$ cat src/rtl/fifo_read_ctrl.sv
// rtl/fifo_read_ctrl.sv - async FIFO read-side pointer, empty/almost-empty/underflow status
// Optional FIFO_RD_LEVEL_EN adds the registered rd_level output.
module fifo_read_ctrl #(
    parameter int addrbits = 8,
    parameter int AE_LEVEL = 2
) (
    input  logic                clk_out,
    input  logic                rst,
    input  logic                sync_flush,
    input  logic                rd_en,
    input  logic [addrbits:0]   sync_wrptr,
    output logic [addrbits:0]   rdptr,
    output logic [addrbits-1:0] raddr,
    output logic                rd_valid,
    output logic                empty,
    output logic                almost_empty,
    output logic                underflow
`ifdef FIFO_RD_LEVEL_EN
    ,
    output logic [addrbits:0]   rd_level
`endif
);

    localparam logic [addrbits:0] AE_THRESH = AE_LEVEL[addrbits:0];

    logic [addrbits:0] rbin;
    logic [addrbits:0] rbin_next;
    logic [addrbits:0] rgray_next;
    logic [addrbits:0] wbin;
    logic [addrbits:0] level_next;
    logic              accept;

    // Registered empty gates the read, so sync_wrptr never reaches accept combinationally.
    assign accept     = rd_en & ~empty;
    assign rbin_next  = rbin + {{addrbits{1'b0}}, accept};
    assign rgray_next = rbin_next ^ (rbin_next >> 1);
    assign level_next = wbin - rbin_next;
    assign raddr      = rbin[addrbits-1:0];

    always_comb begin
        wbin = '0;
        for (int i = 0; i <= addrbits; i++) begin
            wbin[i] = ^(sync_wrptr >> i);
        end
    end

    always_ff @(posedge clk_out) begin
        if (rst || sync_flush) begin
            rbin         <= '0;
            rdptr        <= '0;
            rd_valid     <= 1'b0;
            empty        <= 1'b1;
            almost_empty <= 1'b1;
            underflow    <= 1'b0;
`ifdef FIFO_RD_LEVEL_EN
            rd_level     <= '0;
`endif
        end else begin
            rbin         <= rbin_next;
            rdptr        <= rgray_next;
            rd_valid     <= accept;
            empty        <= (rgray_next == sync_wrptr);
            almost_empty <= (level_next <= AE_THRESH);
            underflow    <= rd_en & empty;
`ifdef FIFO_RD_LEVEL_EN
            rd_level     <= level_next;
`endif
        end
    end

endmodule

$ cat config.mk
export PLATFORM = sky130hd
export DESIGN_NAME = fifo_read_ctrl
export DESIGN_NICKNAME = d
export VERILOG_FILES = /design/src/rtl/fifo_read_ctrl.sv
export SDC_FILE = /design/constraint.sdc
export NUM_CORES = 1
export LEC_CHECK = 0
export BUFFER_PORTS_ARGS = -buffer_cell sky130_fd_sc_hd__buf_4
export CORE_ASPECT_RATIO = 0.75
export CORE_MARGIN = 2
export CORE_UTILIZATION = 40
export DETAILED_ROUTE_END_ITERATION = 8
export SYNTH_ARGS = -nofsm -noshare
export SYNTH_HDL_FRONTEND = slang
export SYNTH_SLANG_ARGS = --single-unit
$ cat constraint.sdc
create_clock -name clk_out -period 7.92 [get_ports clk_out]
set_input_delay 1.98 -clock clk_out [delete_from_list [all_inputs] [get_ports clk_out]]
set_output_delay 1.98 -clock clk_out [all_outputs]
set_load 0.03 [all_outputs]
# Yosys cells after proc, flatten, opt, wreduce, memory -nomap -nowiden
# Index checks and enable logic that the tools add are counted.
[word_totals]
input_bits = 13
elab_cells = 24
ff_bits = 22
output_inout_bits = 21
[op_classes]
reduce_logical = 10
add_sub_neg = 2
n_bitwise = 4
n_eq_ne = 1
magnitude_cmp = 1
[op_table]
columns = ["cell", "n"]
rows = [
  ["parity 9 bit", 9],
  ["adder 9 x 1 -> 9 bit", 1],
  ["equality test 9 bit", 1],
  ["less-or-equal comparator 9 x 2 -> 1 bit (second input constant)", 1],
  ["subtractor 9 bit", 1],
  ["bitwise XOR 9 x 8 -> 9 bit", 1],
  ["AND 1 bit", 2],
  ["logical OR 1 bit", 1],
  ["inverter 1 bit", 1],
]

# Depth between registers and ports, before layout
# Gate-level depths: netlist of the first run.
[depth]
depth_word = 5
depth_mapped = 15
ltp_nobuf = 15

# Worst setup path before layout of the first run
# Ideal clock, no wire load.
[synth_timing]
path_type = "input -> register"
start = "in sync_wrptr[6]"
end = "reg almost_empty"
path_buffers = 0
t_required_ns = 7.833
setup_slack_ns = 2.504
arrival_ns = 5.329
stages = 14
setup_ns = 0.087
path_cell_list = "xor3_2 xnor3_2 xor2_1 xor2_1 xor2_1 xor2_1 ha_1 fa_1 nor2b_1 o21ai_0 a311oi_1 a211oi_1 a2111o_1 o31ai_1"
[synth_between]
elab_chain_cells = 3
word_cells_on_any_way = 9
cone_classes = "add/sub (1); order compare (1); reduce/logical (7)"
[synth_lines]
columns = ["element", "line_no", "text"]
rows = [
  ["start: declaration", "11", "input logic [addrbits:0] sync_wrptr,"],
  ["parity 9 bit", "43", "wbin[i] = ^(sync_wrptr >> i);"],
  ["subtractor 9 bit *", "37", "assign level_next = wbin - rbin_next;"],
  ["less-or-equal comparator 9 x 2 -> 1 bit *", "63", "almost_empty <= (level_next <= AE_THRESH);"],
  ["end signal: assignment", "63", ""],
  ["end: declaration", "16", "output logic almost_empty,"],
]
# Mark *: on every way between the ends. The rest lies on a longest branch, timed or not.
# A chain may end at the register's enable or synchronous reset.

# Worst setup path after layout of the first run
# Same ends and word-level chain as after synthesis.

==> report_table.html, run 1 <==
<table>
<tr><th>Metric</th><th>Value</th></tr>
<tr><th colspan="2">Run status</th></tr>
<tr><td>Run status</td><td>completed</td></tr>
<tr><th colspan="2">Worst setup path</th></tr>
<tr><td>Register-to-Register Setup Slack</td><td>4.41 ns</td></tr>
<tr><td>FF-to-FF Start</td><td>empty</td></tr>
<tr><td>Peak fanout along the critical path</td><td>5</td></tr>
<tr><td>Number of cells traversed by the worst register-to-register path</td><td>13</td></tr>
<tr><td>Most common cell on crit path</td><td>xor2_1</td></tr>
<tr><td>Cell with the biggest individual delay on the critical path</td><td>xor3_2</td></tr>
<tr><td>Data arrival time of the critical path</td><td>5.82 ns</td></tr>
<tr><td>Kind of end point of the critical path</td><td>flop</td></tr>
<tr><td>Critical Path Source Type</td><td>input port</td></tr>
<tr><td>Path type of the worst setup path</td><td>in -&gt; reg</td></tr>
<tr><td>Delay of the slowest critical-path stage</td><td>0.45 ns</td></tr>
<tr><td>CP cell instances</td><td>buf_4, xor3_2, xnor3_2, xor2_1, xor2_1, xor2_1, xor2_1, ha_1, fa_1, nor2b_1, o21ai_0, nand2_1, a211oi_1, o21bai_1, a2111o_1, o31ai_1</td></tr>
<tr><td>Data required time of the critical path</td><td>8.09 ns</td></tr>
<tr><td>Critical Path Source</td><td>sync_wrptr[6]</td></tr>
<tr><th colspan="2">Global route</th></tr>
<tr><td>All-layer global routing usage</td><td>0.150</td></tr>
<tr><td>Number of antenna violations at the first check in global routing</td><td>0</td></tr>
<tr><td>Congestion Overflow GR</td><td>0</td></tr>
<tr><td>First-pass GRT wire length</td><td>4.51 mm</td></tr>
<tr><td>Largest net degree at the start of global routing</td><td>17</td></tr>
<tr><td>Number of global-route vias before repair</td><td>1037</td></tr>
<tr><th colspan="2">Power</th></tr>
<tr><td>Power density relative to cell area</td><td>165 nW/µm²</td></tr>
<tr><td>Switching fraction of total power</td><td>0.322</td></tr>
<tr><td>Clock network fraction of total power</td><td>0.236</td></tr>
<tr><td>Part of the power in combinational logic</td><td>0.382</td></tr>
<tr><td>Sequential share of power</td><td>0.382</td></tr>
<tr><td>Internal power</td><td>0.190 mW</td></tr>
<tr><td>Worst-case vdd ir drop</td><td>0.0000667 V</td></tr>
<tr><td>P_sw</td><td>0.0904 mW</td></tr>
<tr><td>Leakage dissipation</td><td>0.746 nW</td></tr>
<tr><th colspan="2">Route</th></tr>
<tr><td>Routed wirelength normalized by instance count</td><td>12.5 µm</td></tr>
<tr><td>Length of the first detailed-routing pass in iterations</td><td>4</td></tr>
<tr><td>Drt first-iter violations</td><td>87</td></tr>
<tr><td>Routed vias/inst</td><td>4.93</td></tr>
<tr><td>Via Count</td><td>1128</td></tr>
<tr><td>Post-detailed-routing wire length</td><td>2.87 mm</td></tr>
<tr><td># DRC</td><td>0</td></tr>
<tr><td>Antenna-violating nets left</td><td>0</td></tr>
<tr><th colspan="2">Timing</th></tr>
<tr><td>Count of endpoints failing setup in the final report</td><td>0</td></tr>
<tr><td>Portion of the clock cycle consumed by the worst path in the final layout</td><td>0.713</td></tr>
<tr><td>Number of failing hold endpoints at the final stage</td><td>0</td></tr>
<tr><td>Worst relative slew slack</td><td>0.524</td></tr>
<tr><td>Worst hold slack across all endpoints</td><td>0.492 ns</td></tr>
<tr><td>Setup repair after global routing missed its margin</td><td>no</td></tr>
<tr><td>Final WS setup</td><td>2.28 ns</td></tr>
<tr><td>Setup TNS</td><td>0 ns</td></tr>
<tr><td>Time the final worst path needs with I/O delays and setup</td><td>5.64 ns</td></tr>
<tr><td>Timing-limited maximum frequency</td><td>177 MHz</td></tr>
<tr><td>Max-slew violations</td><td>0</td></tr>
<tr><td>Clock skew after layout</td><td>0.00238 ns</td></tr>
<tr><td>Slew @ Worst Pin</td><td>0.709 ns</td></tr>
<tr><th colspan="2">Layout</th></tr>
<tr><td>Antenna Diode Count</td><td>0</td></tr>
<tr><td>Number of nets in the layout</td><td>213</td></tr>
<tr><td>Area growth from synthesis to final layout</td><td>24.5%</td></tr>
<tr><td>Fraction of layout instances using a drive strength above 1</td><td>0.222</td></tr>
<tr><td>Final Cell Area</td><td>1710 µm²</td></tr>
<tr><th colspan="2">Job</th></tr>
<tr><td>Max-cap violations</td><td>0</td></tr>
<tr><th colspan="2">Logic synthesis</th></tr>
<tr><td>Share of the yosys chip area belonging to registers</td><td>0.307</td></tr>
<tr><td>Synth Instances</td><td>154</td></tr>
<tr><td>Average footprint of a synthesized cell</td><td>8.90 µm²</td></tr>
<tr><td>Cell taking the most area after synthesis</td><td>dfxtp_1</td></tr>
<tr><td>FF+latch count, synth</td><td>21</td></tr>
<tr><td>Top FF cell, synth</td><td>dfxtp_1</td></tr>
<tr><td>Cell Area, Synth</td><td>1370 µm²</td></tr>
<tr><td>Count of flip-flops with a built-in enable after synthesis</td><td>0</td></tr>
<tr><td>Post-synth ARST share</td><td>0</td></tr>
<tr><td>Count of unique library cells instantiated by Yosys</td><td>30</td></tr>
<tr><td>Area share of the largest cell type after synthesis</td><td>0.307</td></tr>
<tr><td>Number of synthesis warnings</td><td>0</td></tr>
<tr><td>Net count after synthesis</td><td>177</td></tr>
<tr><td>Cells taking the most area after synthesis</td><td>dfxtp_1, xnor2_1, xor2_1, ha_1, nor2_1</td></tr>
<tr><th colspan="2">CTS</th></tr>
<tr><td>Clock latency at the later pin of the worst-skew pair</td><td>0.25 ns</td></tr>
<tr><td>Number of hold buffers added after cts</td><td>0</td></tr>
<tr><td>H-tree Lvls</td><td>1</td></tr>
<tr><td>Maximum buffer depth of the clock tree</td><td>2</td></tr>
<tr><td>CTS Sinks</td><td>21</td></tr>
<tr><td>CTS clk-pin slew, worst paths</td><td>0.07 ns</td></tr>
<tr><td>CTS tree</td><td>built</td></tr>
<tr><td>Number of cells upsized or downsized after cts</td><td>0</td></tr>
<tr><td>Clock tree root buffer cell</td><td>clkbuf_8</td></tr>
<tr><td>Number of buffers inserted by post-CTS setup repair</td><td>0</td></tr>
<tr><td>Number of CTS-inserted buffers</td><td>3</td></tr>
<tr><th colspan="2">Die</th></tr>
<tr><td>Die Ht</td><td>54.7 µm</td></tr>
<tr><td>Floorplan die area</td><td>3920 µm²</td></tr>
<tr><td>Placement Rows</td><td>18</td></tr>
<tr><td>Floorplan Core Area</td><td>3290 µm²</td></tr>
<tr><td>Horizontal die dimension</td><td>71.6 µm</td></tr>
<tr><td>Boundary pin count</td><td>34</td></tr>
<tr><td>Effective utilization at floorplan</td><td>0.417</td></tr>
<tr><th colspan="2">Place</th></tr>
<tr><td>Final estimated routing congestion in global placement</td><td>0.834</td></tr>
<tr><td>Detailed Place HPWL</td><td>2.33 mm</td></tr>
<tr><td>Port bufs</td><td>33</td></tr>
<tr><td>Pre-CTS setup slack</td><td>2.01 ns</td></tr>
<tr><td>DP Area</td><td>1660 µm²</td></tr>
<tr><th colspan="2">Worst hold path</th></tr>
<tr><td>Cells on Worst Hold Path</td><td>1</td></tr>
<tr><td>Worst hold path type</td><td>reg -&gt; reg</td></tr>
<tr><td>Startpoint of the worst hold path</td><td>empty</td></tr>
</table>
logic make-up after synthesis:
group / after synthesis / share of synthesized area
compound gates: 20 / 0.101
xor+xnor: 38 / 0.279
fa+ha+maj: 10 / 0.0967
buf+inv: 10 / 0.0274
flops: 21 / 0.307
mux: 2 / 0.0146
simple gates: 53 / 0.174
registers in the layout (all words and copies together) (netlist names):
signal / flops
underflow: 1
rdptr: 8
rd_valid: 1
rbin: 9
almost_empty: 1
empty: 1
power groups by stage:
stage	sequential (mW)	combinational [mW]	clock [mW]
6_report	0.107	0.107	0.0662
5_1_grt	0.107	0.119	0.0718
4_1_cts	0.107	0.107	0.0695
3_5_place_dp	0.110	0.106	0
3_3_place_gp	0.110	0.101	0
2_1_floorplan	0.112	0.0786	0
cell usage in the layout (no fill, tap or decap), types with 3 or more instances in the layout:
master	count
nor3_1	3
nand3_1	5
o21ai_0	6
nor2_1	24
ha_1	9
and3_1	3
clkbuf_8	3
inv_1	8
a211oi_1	3
xor2_1	16
nor2b_1	3
dfxtp_1	21
xnor2_1	19
nand2_1	9
buf_4	33
a21oi_1	3
routing by layer:
metal	up-vias	part of all wire	track usage	routed length, µm
li1	587	-	-	-
met1	514	0.48	0.193	1370
met2	25	0.47	0.267	1350
met3	2	0.043	0.0184	123
met4	0	0.0098	0.0472	28
met5	-	0	0	0
critical path, delay by kind of cell:
kind	cells	cell delay, ns
xor+xnor	6	1.81
compound gates	5	1.30
fa+ha+maj	2	0.42
buf+inv	1	0.09
simple gates	2	0.20
worst paths after layout:
| kind | end |
|---|---|
| worst min-delay path | rd_valid |
| worst max register to register | almost_empty |
| worst min register to register | rd_valid |
| worst max-delay path | almost_empty |
cell usage after synthesis (all sizes together), types with 2 or more instances:
cell,count
and2,2
mux2i,2
inv,8
nor3,3
o21ai,6
a211oi,3
nand2,9
nor2b,3
ha,9
clkbuf,2
or2,2
xor2,16
nand3,5
dfxtp,21
a21oi,3
a2111o,2
nor2,25
and3,3
xnor2,20
o31ai,2
cell type report:
type                       count  area [µm²]
timing repair buffer          33         248
sequential                    21         420
clock buffer                   4        45.0
tap                           40        50.0
inverter                       8        30.0
multi-input combinational    123         913
fill                         333        1580
metrics by stage:
step                      cells   util  total power, mW
after floorplan             154      -            0.191
after CTS                   229  0.519            0.284
after detailed placement    225  0.505            0.216
final                       229  0.519            0.281
after global routing        229  0.519            0.298
after global placement      225  0.505            0.211
Power figures use the tool's default switching activity.
==> run 2: changes to the inputs <==
--- a/config.mk
+++ b/config.mk
@@ -10,6 +10,7 @@
 export CORE_MARGIN = 2
 export CORE_UTILIZATION = 40
 export DETAILED_ROUTE_END_ITERATION = 8
+export PLACE_DENSITY = 0.65
 export SYNTH_ARGS = -nofsm -noshare
 export SYNTH_HDL_FRONTEND = slang
 export SYNTH_SLANG_ARGS = --single-unit
==> constraint.sdc (replaced) <==
create_clock -name clk_out -period 5.1 [get_ports clk_out]
set_input_delay 1.275 -clock clk_out [delete_from_list [all_inputs] [get_ports clk_out]]
set_output_delay 1.275 -clock clk_out [all_outputs]
set_load 0.03 [all_outputs]
==> run 2 against run 1 <==
Effect of this change:
- clock skew up 0.0012 ns
- largest power group is now combinational cells
- sequential share of layout area down 0.23 points
- register-to-register slack worse by 2.7 ns
- setup slack worse by 1.9 ns
- combinational power up 59%
==> report_table.html, run 2 (synthesis results as in run 1) <==
<table>
<tr><th>Metric</th><th>Value</th></tr>
<tr><th colspan="2">Route</th></tr>
<tr><td>Routed vias/inst</td><td>4.94 (was 4.93)</td></tr>
<tr><td>Post-detailed-routing wire length</td><td>2.83 mm (was 2.87 mm)</td></tr>
<tr><td># DRC</td><td>0 (unchanged)</td></tr>
<tr><td>Via Count</td><td>1142 (was 1128)</td></tr>
<tr><td>Routed wirelength normalized by instance count</td><td>12.3 µm (was 12.5 µm)</td></tr>
<tr><td>Length of the first detailed-routing pass in iterations</td><td>4 (unchanged)</td></tr>
<tr><td>Drt first-iter violations</td><td>35 (was 87)</td></tr>
<tr><td>Antenna-violating nets left</td><td>0 (unchanged)</td></tr>
<tr><th colspan="2">Worst setup path</th></tr>
<tr><td>Cell with the biggest individual delay on the critical path</td><td>xor3_2 (unchanged)</td></tr>
<tr><td>Peak fanout along the critical path</td><td>5 (unchanged)</td></tr>
<tr><td>Register-to-Register Setup Slack</td><td>1.69 ns (was 4.41 ns)</td></tr>
<tr><td>Data required time of the critical path</td><td>5.28 ns (was 8.09 ns)</td></tr>
<tr><td>FF-to-FF Start</td><td>empty (unchanged)</td></tr>
<tr><td>CP cell instances</td><td>buf_4, xor3_2, xnor3_2, xor2_1, xor2_1, xor2_1, xor2_1, ha_1, fa_1, nor2b_1, o21ai_1, a311oi_1, a211oi_1, a2111o_1, o31ai_1 (was buf_4, xor3_2, xnor3_2, xor2_1, xor2_1, xor2_1, xor2_1, ha_1, fa_1, nor2b_1, o21ai_0, nand2_1, a211oi_1, o21bai_1, a2111o_1, o31ai_1)</td></tr>
<tr><td>Kind of end point of the critical path</td><td>flop (unchanged)</td></tr>
<tr><td>Capture point of the worst reg-to-reg path</td><td>almost_empty (unchanged)</td></tr>
<tr><td>Critical Path Source Type</td><td>input port (unchanged)</td></tr>
<tr><td>Data arrival time of the critical path</td><td>4.93 ns (was 5.82 ns)</td></tr>
<tr><td>Delay of the slowest critical-path stage</td><td>0.45 ns (about the same)</td></tr>
<tr><td>Path type of the worst setup path</td><td>in -&gt; reg (unchanged)</td></tr>
<tr><td>Number of cells traversed by the worst register-to-register path</td><td>13 (unchanged)</td></tr>
<tr><td>Most common cell on crit path</td><td>xor2_1 (unchanged)</td></tr>
<tr><th colspan="2">Die</th></tr>
<tr><td>Placement Rows</td><td>18 (unchanged)</td></tr>
<tr><td>Horizontal die dimension</td><td>71.6 µm (unchanged)</td></tr>
<tr><td>Floorplan Core Area</td><td>3290 µm² (unchanged)</td></tr>
<tr><td>Floorplan die area</td><td>3920 µm² (unchanged)</td></tr>
<tr><td>Die Ht</td><td>54.7 µm (unchanged)</td></tr>
<tr><td>Effective utilization at floorplan</td><td>0.417 (unchanged)</td></tr>
<tr><td>Boundary pin count</td><td>34 (unchanged)</td></tr>
<tr><th colspan="2">CTS</th></tr>
<tr><td>CTS Sinks</td><td>21 (unchanged)</td></tr>
<tr><td>Number of CTS-inserted buffers</td><td>3 (unchanged)</td></tr>
<tr><td>Number of cells upsized or downsized after cts</td><td>0 (unchanged)</td></tr>
<tr><td>CTS tree</td><td>built (unchanged)</td></tr>
<tr><td>Number of buffers inserted by post-CTS setup repair</td><td>0 (unchanged)</td></tr>
<tr><td>Maximum buffer depth of the clock tree</td><td>2 (unchanged)</td></tr>
<tr><td>Clock latency at the later pin of the worst-skew pair</td><td>0.26 ns (was 0.25 ns)</td></tr>
<tr><td>H-tree Lvls</td><td>1 (unchanged)</td></tr>
<tr><td>Number of hold buffers added after cts</td><td>0 (unchanged)</td></tr>
<tr><td>Clock tree root buffer cell</td><td>clkbuf_8 (unchanged)</td></tr>
<tr><td>CTS clk-pin slew, worst paths</td><td>0.07 ns (about the same)</td></tr>
<tr><th colspan="2">Timing</th></tr>
<tr><td>Final WS setup</td><td>0.348 ns (was 2.28 ns)</td></tr>
<tr><td>Setup repair after global routing missed its margin</td><td>no (unchanged)</td></tr>
<tr><td>Timing-limited maximum frequency</td><td>210 MHz</td></tr>
<tr><td>Portion of the clock cycle consumed by the worst path in the final layout</td><td>0.932</td></tr>
<tr><td>Worst relative slew slack</td><td>0.599 (was 0.524)</td></tr>
<tr><td>Slew @ Worst Pin</td><td>0.597 ns (was 0.709 ns)</td></tr>
<tr><td>Clock skew after layout</td><td>0.00353 ns (was 0.00238 ns)</td></tr>
<tr><td>Count of endpoints failing setup in the final report</td><td>0 (unchanged)</td></tr>
<tr><td>Max-slew violations</td><td>0 (unchanged)</td></tr>
<tr><td>Setup TNS</td><td>0 ns (unchanged)</td></tr>
<tr><td>Number of failing hold endpoints at the final stage</td><td>0 (unchanged)</td></tr>
<tr><td>Time the final worst path needs with I/O delays and setup</td><td>4.75 ns</td></tr>
<tr><th colspan="2">Place</th></tr>
<tr><td>Detailed Place HPWL</td><td>2.28 mm (was 2.33 mm)</td></tr>
<tr><td>Port bufs</td><td>33 (unchanged)</td></tr>
<tr><td>Final estimated routing congestion in global placement</td><td>0.764 (was 0.834)</td></tr>
<tr><td>DP Area</td><td>1680 µm² (was 1660 µm²)</td></tr>
<tr><td>Pre-CTS setup slack</td><td>0.0761 ns (was 2.01 ns)</td></tr>
<tr><th colspan="2">Layout</th></tr>
<tr><td>Number of nets in the layout</td><td>215 (was 213)</td></tr>
<tr><td>Largest registers in the final layout</td><td>rbin: 9 flops, rdptr: 8 flops (unchanged)</td></tr>
<tr><td>Most frequent cells in the layout</td><td>buf_4, nor2_1, dfxtp_1 (unchanged)</td></tr>
<tr><td>Largest reg by FF count</td><td>rbin (unchanged)</td></tr>
<tr><td>Most common cell after layout, fill and taps aside</td><td>buf_4 (unchanged)</td></tr>
<tr><td>Largest register FFs</td><td>9 (unchanged)</td></tr>
<tr><td>Final-layout fill cell count</td><td>324 (was 333)</td></tr>
<tr><td>Antenna Diode Count</td><td>0 (unchanged)</td></tr>
<tr><td>Fraction of layout instances using a drive strength above 1</td><td>0.236 (was 0.222)</td></tr>
<tr><td>Area growth from synthesis to final layout</td><td>25.6% (was 24.5%)</td></tr>
<tr><td>Final Cell Area</td><td>1720 µm² (was 1710 µm²)</td></tr>
<tr><th colspan="2">Power</th></tr>
<tr><td>Worst-case vdd ir drop</td><td>0.000110 V (was 0.0000667 V)</td></tr>
<tr><td>Power density relative to cell area</td><td>258 nW/µm² (was 165 nW/µm²)</td></tr>
<tr><td>Power consumption</td><td>0.445 mW (was 0.281 mW)</td></tr>
<tr><td>Leakage dissipation</td><td>0.758 nW (was 0.746 nW)</td></tr>
<tr><th colspan="2">Run status</th></tr>
<tr><td>Run status</td><td>completed (unchanged)</td></tr>
<tr><th colspan="2">Global route</th></tr>
<tr><td>Congestion Overflow GR</td><td>0 (unchanged)</td></tr>
<tr><td>All-layer global routing usage</td><td>0.157 (was 0.150)</td></tr>
<tr><td>Number of antenna violations at the first check in global routing</td><td>0 (unchanged)</td></tr>
<tr><td>Largest net degree at the start of global routing</td><td>17 (unchanged)</td></tr>
<tr><td>First-pass GRT wire length</td><td>4.69 mm (was 4.51 mm)</td></tr>
<tr><td>Number of global-route vias before repair</td><td>1061 (was 1037)</td></tr>
<tr><th colspan="2">Worst hold path</th></tr>
<tr><td>Worst hold path type</td><td>reg -&gt; reg (unchanged)</td></tr>
<tr><td>Cells on Worst Hold Path</td><td>1 (unchanged)</td></tr>
<tr><td>Startpoint of the worst hold path</td><td>empty (unchanged)</td></tr>
<tr><td>Hold path endpoint</td><td>rd_valid (unchanged)</td></tr>
<tr><th colspan="2">Job</th></tr>
<tr><td>Max-cap violations</td><td>0 (unchanged)</td></tr>
</table>
-- run 2: cell types whose count changed in the layout (fill, tap and decap cells not counted), sizes merged --
cell / delta
buf: +2
clkbuf: -1
clkinv: +1
-- run 2: metrics by stage --
step	hold WS (ns)	utilization	cells
2_1_floorplan	0.557	-	154
3_3_place_gp	0.446	0.510	227
3_5_place_dp	0.447	0.510	227
4_1_cts	0.470	0.524	231
5_1_grt	0.499	0.524	231
6_report	0.463	0.524	231
-- run 2: how the worst max path moves through the flow --
stage | start | to | slack, ns
6_report | sync_wrptr[6] | almost_empty | 0.35
2_1_floorplan | sync_wrptr[6] | almost_empty | 0.39
5_1_grt | sync_wrptr[6] | almost_empty | 0.07
4_1_cts | sync_wrptr[6] | almost_empty | 0.33
3_3_place_gp | sync_wrptr[6] | almost_empty | 0.24
3_5_place_dp | sync_wrptr[6] | almost_empty | 0.08
-- run 2: final cells by class --
| class | instances | area, µm² | share of cell area |
|---|---|---|---|
| clock buffer | 3 | 41.3 | 0.0240 |
| clock inverter | 1 | 5.00 | 0.00290 |
| inverter | 8 | 30.0 | 0.0174 |
| multi-input combinational | 123 | 913 | 0.530 |
| sequential | 21 | 420 | 0.244 |
| tap | 40 | 50.0 | 0.0290 |
| timing repair buffer | 35 | 263 | 0.153 |
-- run 2: worst max-delay path, delay by kind of cell --
family / cells / cell delay [ns]
xor gates and xnor gates: 6 / 1.60
AOI/OAI and AO/OA: 5 / 1.19
adders and majority gates: 2 / 0.63
buffers and inverters: 1 / 0.09
and+or+nand+nor: 1 / 0.13
-- run 2: power breakdown --
part           internal [mW]  switching, mW  total, mW
combinational         0.0785         0.0916      0.170
sequential             0.166       0.000868      0.167
clock                 0.0545         0.0536      0.108
-- run 2: metal layers --
layer | track usage | vias to the layer above | wire, µm
met5 | 0 | - | 0
met4 | 0.0943 | 0 | 65
met3 | 0.0129 | 5 | 117
met2 | 0.258 | 24 | 1190
met1 | 0.207 | 525 | 1450
li1 | - | 588 | -
==> run 3: changes to the inputs <==
--- a/config.mk
+++ b/config.mk
@@ -11,6 +11,7 @@
 export CORE_UTILIZATION = 40
 export DETAILED_ROUTE_END_ITERATION = 8
 export PLACE_DENSITY = 0.65
+export RECOVER_POWER = 25
 export SYNTH_ARGS = -nofsm -noshare
 export SYNTH_HDL_FRONTEND = slang
 export SYNTH_SLANG_ARGS = --single-unit
==> run 3 against run 2 <==
Effect of this change:
- sequential cell count unchanged
- sequential power about the same
- critical path depth unchanged
- via count grew 0.18%
- non-clock buffer count did not move
- wire length rose by 0.42%
- utilization shrank 0.91 points
- critical path type unchanged
==> report_table.html, run 3 (synthesis results as in run 1) <==
<table>
<tr><th>Metric</th><th>Value</th></tr>
<tr><th colspan="2">Route</th></tr>
<tr><td>Length of the first detailed-routing pass in iterations</td><td>4 (unchanged)</td></tr>
<tr><td>Via Count</td><td>1144 (was 1142)</td></tr>
<tr><td>Routed vias/inst</td><td>4.95 (was 4.94)</td></tr>
<tr><td>Post-detailed-routing wire length</td><td>2.84 mm (was 2.83 mm)</td></tr>
<tr><td>Drt first-iter violations</td><td>33 (was 35)</td></tr>
<tr><td>Antenna-violating nets left</td><td>0 (unchanged)</td></tr>
<tr><td># DRC</td><td>0 (unchanged)</td></tr>
<tr><td>Routed wirelength normalized by instance count</td><td>12.3 µm (about the same)</td></tr>
<tr><th colspan="2">Worst setup path</th></tr>
<tr><td>CP cell instances</td><td>buf_4, xor3_2, xnor3_2, xor2_1, xor2_1, xor2_1, xor2_1, ha_1, fa_1, nor2b_1, o21ai_1, a311oi_1, a211oi_1, a2111o_1, o31ai_1 (unchanged)</td></tr>
<tr><td>Cell with the biggest individual delay on the critical path</td><td>xor3_2 (unchanged)</td></tr>
<tr><td>Register-to-Register Setup Slack</td><td>1.68 ns (was 1.69 ns)</td></tr>
<tr><td>Delay of the slowest critical-path stage</td><td>0.45 ns (about the same)</td></tr>
<tr><td>Most common cell on crit path</td><td>xor2_1 (unchanged)</td></tr>
<tr><td>Kind of end point of the critical path</td><td>flop (unchanged)</td></tr>
<tr><td>Peak fanout along the critical path</td><td>5 (unchanged)</td></tr>
<tr><td>Path type of the worst setup path</td><td>in -&gt; reg (unchanged)</td></tr>
<tr><td>Data arrival time of the critical path</td><td>4.93 ns (about the same)</td></tr>
<tr><td>Critical Path Source Type</td><td>input port (unchanged)</td></tr>
<tr><td>Data required time of the critical path</td><td>5.28 ns (about the same)</td></tr>
<tr><th colspan="2">Place</th></tr>
<tr><td>Port bufs</td><td>33 (unchanged)</td></tr>
<tr><td>Detailed Place HPWL</td><td>2.28 mm (unchanged)</td></tr>
<tr><td>Final estimated routing congestion in global placement</td><td>0.764 (unchanged)</td></tr>
<tr><td>DP Area</td><td>1680 µm² (unchanged)</td></tr>
<tr><th colspan="2">Die</th></tr>
<tr><td>Horizontal die dimension</td><td>71.6 µm (unchanged)</td></tr>
<tr><td>Floorplan die area</td><td>3920 µm² (unchanged)</td></tr>
<tr><td>Effective utilization at floorplan</td><td>0.417 (unchanged)</td></tr>
<tr><td>Placement Rows</td><td>18 (unchanged)</td></tr>
<tr><td>Die Ht</td><td>54.7 µm (unchanged)</td></tr>
<tr><td>Boundary pin count</td><td>34 (unchanged)</td></tr>
<tr><td>Floorplan Core Area</td><td>3290 µm² (unchanged)</td></tr>
<tr><th colspan="2">Global route</th></tr>
<tr><td>Congestion Overflow GR</td><td>0 (unchanged)</td></tr>
<tr><td>Largest net degree at the start of global routing</td><td>17 (unchanged)</td></tr>
<tr><td>First-pass GRT wire length</td><td>4.69 mm (unchanged)</td></tr>
<tr><td>Number of global-route vias before repair</td><td>1061 (unchanged)</td></tr>
<tr><td>All-layer global routing usage</td><td>0.157 (unchanged)</td></tr>
<tr><td>Number of antenna violations at the first check in global routing</td><td>0 (unchanged)</td></tr>
<tr><th colspan="2">Timing</th></tr>
<tr><td>Slew @ Worst Pin</td><td>0.597 ns (about the same)</td></tr>
<tr><td>Number of failing hold endpoints at the final stage</td><td>0 (unchanged)</td></tr>
<tr><td>Time the final worst path needs with I/O delays and setup</td><td>4.75 ns (about the same)</td></tr>
<tr><td>Timing-limited maximum frequency</td><td>210 MHz (about the same)</td></tr>
<tr><td>Setup repair after global routing missed its margin</td><td>no (unchanged)</td></tr>
<tr><td>Setup TNS</td><td>0 ns (unchanged)</td></tr>
<tr><td>Max-slew violations</td><td>0 (unchanged)</td></tr>
<tr><td>Clock skew after layout</td><td>0.00508 ns (was 0.00353 ns)</td></tr>
<tr><td>Count of endpoints failing setup in the final report</td><td>0 (unchanged)</td></tr>
<tr><td>Portion of the clock cycle consumed by the worst path in the final layout</td><td>0.932 (about the same)</td></tr>
<tr><td>Worst relative slew slack</td><td>0.599 (about the same)</td></tr>
<tr><th colspan="2">CTS</th></tr>
<tr><td>CTS Sinks</td><td>21 (unchanged)</td></tr>
<tr><td>Clock tree root buffer cell</td><td>clkbuf_8 (unchanged)</td></tr>
<tr><td>Number of hold buffers added after cts</td><td>0 (unchanged)</td></tr>
<tr><td>CTS tree</td><td>built (unchanged)</td></tr>
<tr><td>H-tree Lvls</td><td>1 (unchanged)</td></tr>
<tr><td>Number of CTS-inserted buffers</td><td>3 (unchanged)</td></tr>
<tr><td>Maximum buffer depth of the clock tree</td><td>2 (unchanged)</td></tr>
<tr><td>Number of buffers inserted by post-CTS setup repair</td><td>0 (unchanged)</td></tr>
<tr><td>Clock latency at the later pin of the worst-skew pair</td><td>0.26 ns (about the same)</td></tr>
<tr><td>CTS clk-pin slew, worst paths</td><td>0.08 ns (was 0.07 ns)</td></tr>
<tr><td>Number of cells upsized or downsized after cts</td><td>0 (unchanged)</td></tr>
<tr><th colspan="2">Power</th></tr>
<tr><td>Power density relative to cell area</td><td>263 nW/µm² (was 258 nW/µm²)</td></tr>
<tr><td>Power consumption</td><td>0.444 mW (was 0.445 mW)</td></tr>
<tr><td>Worst-case vdd ir drop</td><td>0.000110 V (about the same)</td></tr>
<tr><td>Leakage dissipation</td><td>0.724 nW (was 0.758 nW)</td></tr>
<tr><th colspan="2">Layout</th></tr>
<tr><td>Flip-flop and latch area</td><td>420 µm² (unchanged)</td></tr>
<tr><td>Largest reg by FF count</td><td>rbin (unchanged)</td></tr>
<tr><td>Final Cell Area</td><td>1690 µm² (was 1720 µm²)</td></tr>
<tr><td>Largest registers in the final layout</td><td>rbin: 9 flops, rdptr: 8 flops (unchanged)</td></tr>
<tr><td>Final-layout fill cell count</td><td>333 (was 324)</td></tr>
<tr><td>Number of nets in the layout</td><td>215 (unchanged)</td></tr>
<tr><td>Most common cell after layout, fill and taps aside</td><td>buf_4 (unchanged)</td></tr>
<tr><td>Most frequent cells in the layout</td><td>buf_4, nor2_1, dfxtp_1 (unchanged)</td></tr>
<tr><td>Fraction of layout instances using a drive strength above 1</td><td>0.194 (was 0.236)</td></tr>
<tr><td>Antenna Diode Count</td><td>0 (unchanged)</td></tr>
<tr><td>Largest register FFs</td><td>9 (unchanged)</td></tr>
<tr><td>Multi-input gate area</td><td>913 µm² (unchanged)</td></tr>
<tr><td>Area growth from synthesis to final layout</td><td>23.4% (was 25.6%)</td></tr>
<tr><th colspan="2">Worst hold path</th></tr>
<tr><td>Worst hold path type</td><td>reg -&gt; reg (unchanged)</td></tr>
<tr><th colspan="2">Job</th></tr>
<tr><td>Max-cap violations</td><td>0 (unchanged)</td></tr>
<tr><th colspan="2">Run status</th></tr>
<tr><td>Run status</td><td>completed (unchanged)</td></tr>
</table>
==> run 3: worst paths after layout <==
| kind | startpoint | to | depth (start not counted) |
|---|---|---|---|
| worst min register to register | empty | rd_valid | 1 |
| worst min-delay path | empty | rd_valid | 1 |
| worst max-delay path | sync_wrptr[6] | almost_empty | 15 |
| worst max register to register | empty | almost_empty | 13 |
==> run 3: report_power, final <==
part	internal, mW	switching [mW]
registers	0.166	0.000847
clock network	0.0545	0.0540
logic	0.0778	0.0916
==> run 3: layer usage <==
metal  part of all wire  wire [µm]  global-route usage  up-vias
li1                   -          -                   -      588
met1               0.51       1450               0.207      527
met2               0.42       1200               0.258       24
met3              0.043        123              0.0129        5
met4              0.023         65              0.0943        0
met5                  0          0                   0        -
==> run 3: cell type report <==
type                    count  share of cell area
inverters                   8              0.0177
repair buffers             35               0.137
well taps                  40              0.0296
clock inverters             1             0.00296
clock buffers               3              0.0244
flip-flops and latches     21               0.248
multi-input cells         123               0.540
==> run 3: per-stage QoR <==
step	util	setup WS (ns)	hold WS, ns	instances
4_1_cts	0.524	0.332	0.470	231
6_report	0.515	0.348	0.464	231
2_1_floorplan	-	0.389	0.557	154
3_3_place_gp	0.510	0.244	0.446	227
3_5_place_dp	0.510	0.0761	0.447	227
5_1_grt	0.515	0.0745	0.499	231
==> run 3: worst max-delay path, delay by kind of cell <==
kind / cells / cell delay [ns]
AO/OA/AOI/OAI: 5 / 1.19
XOR/XNOR: 6 / 1.60
adder cells (fa/ha/maj): 2 / 0.63
buffers and inverters: 1 / 0.09
AND/OR/NAND/NOR: 1 / 0.13
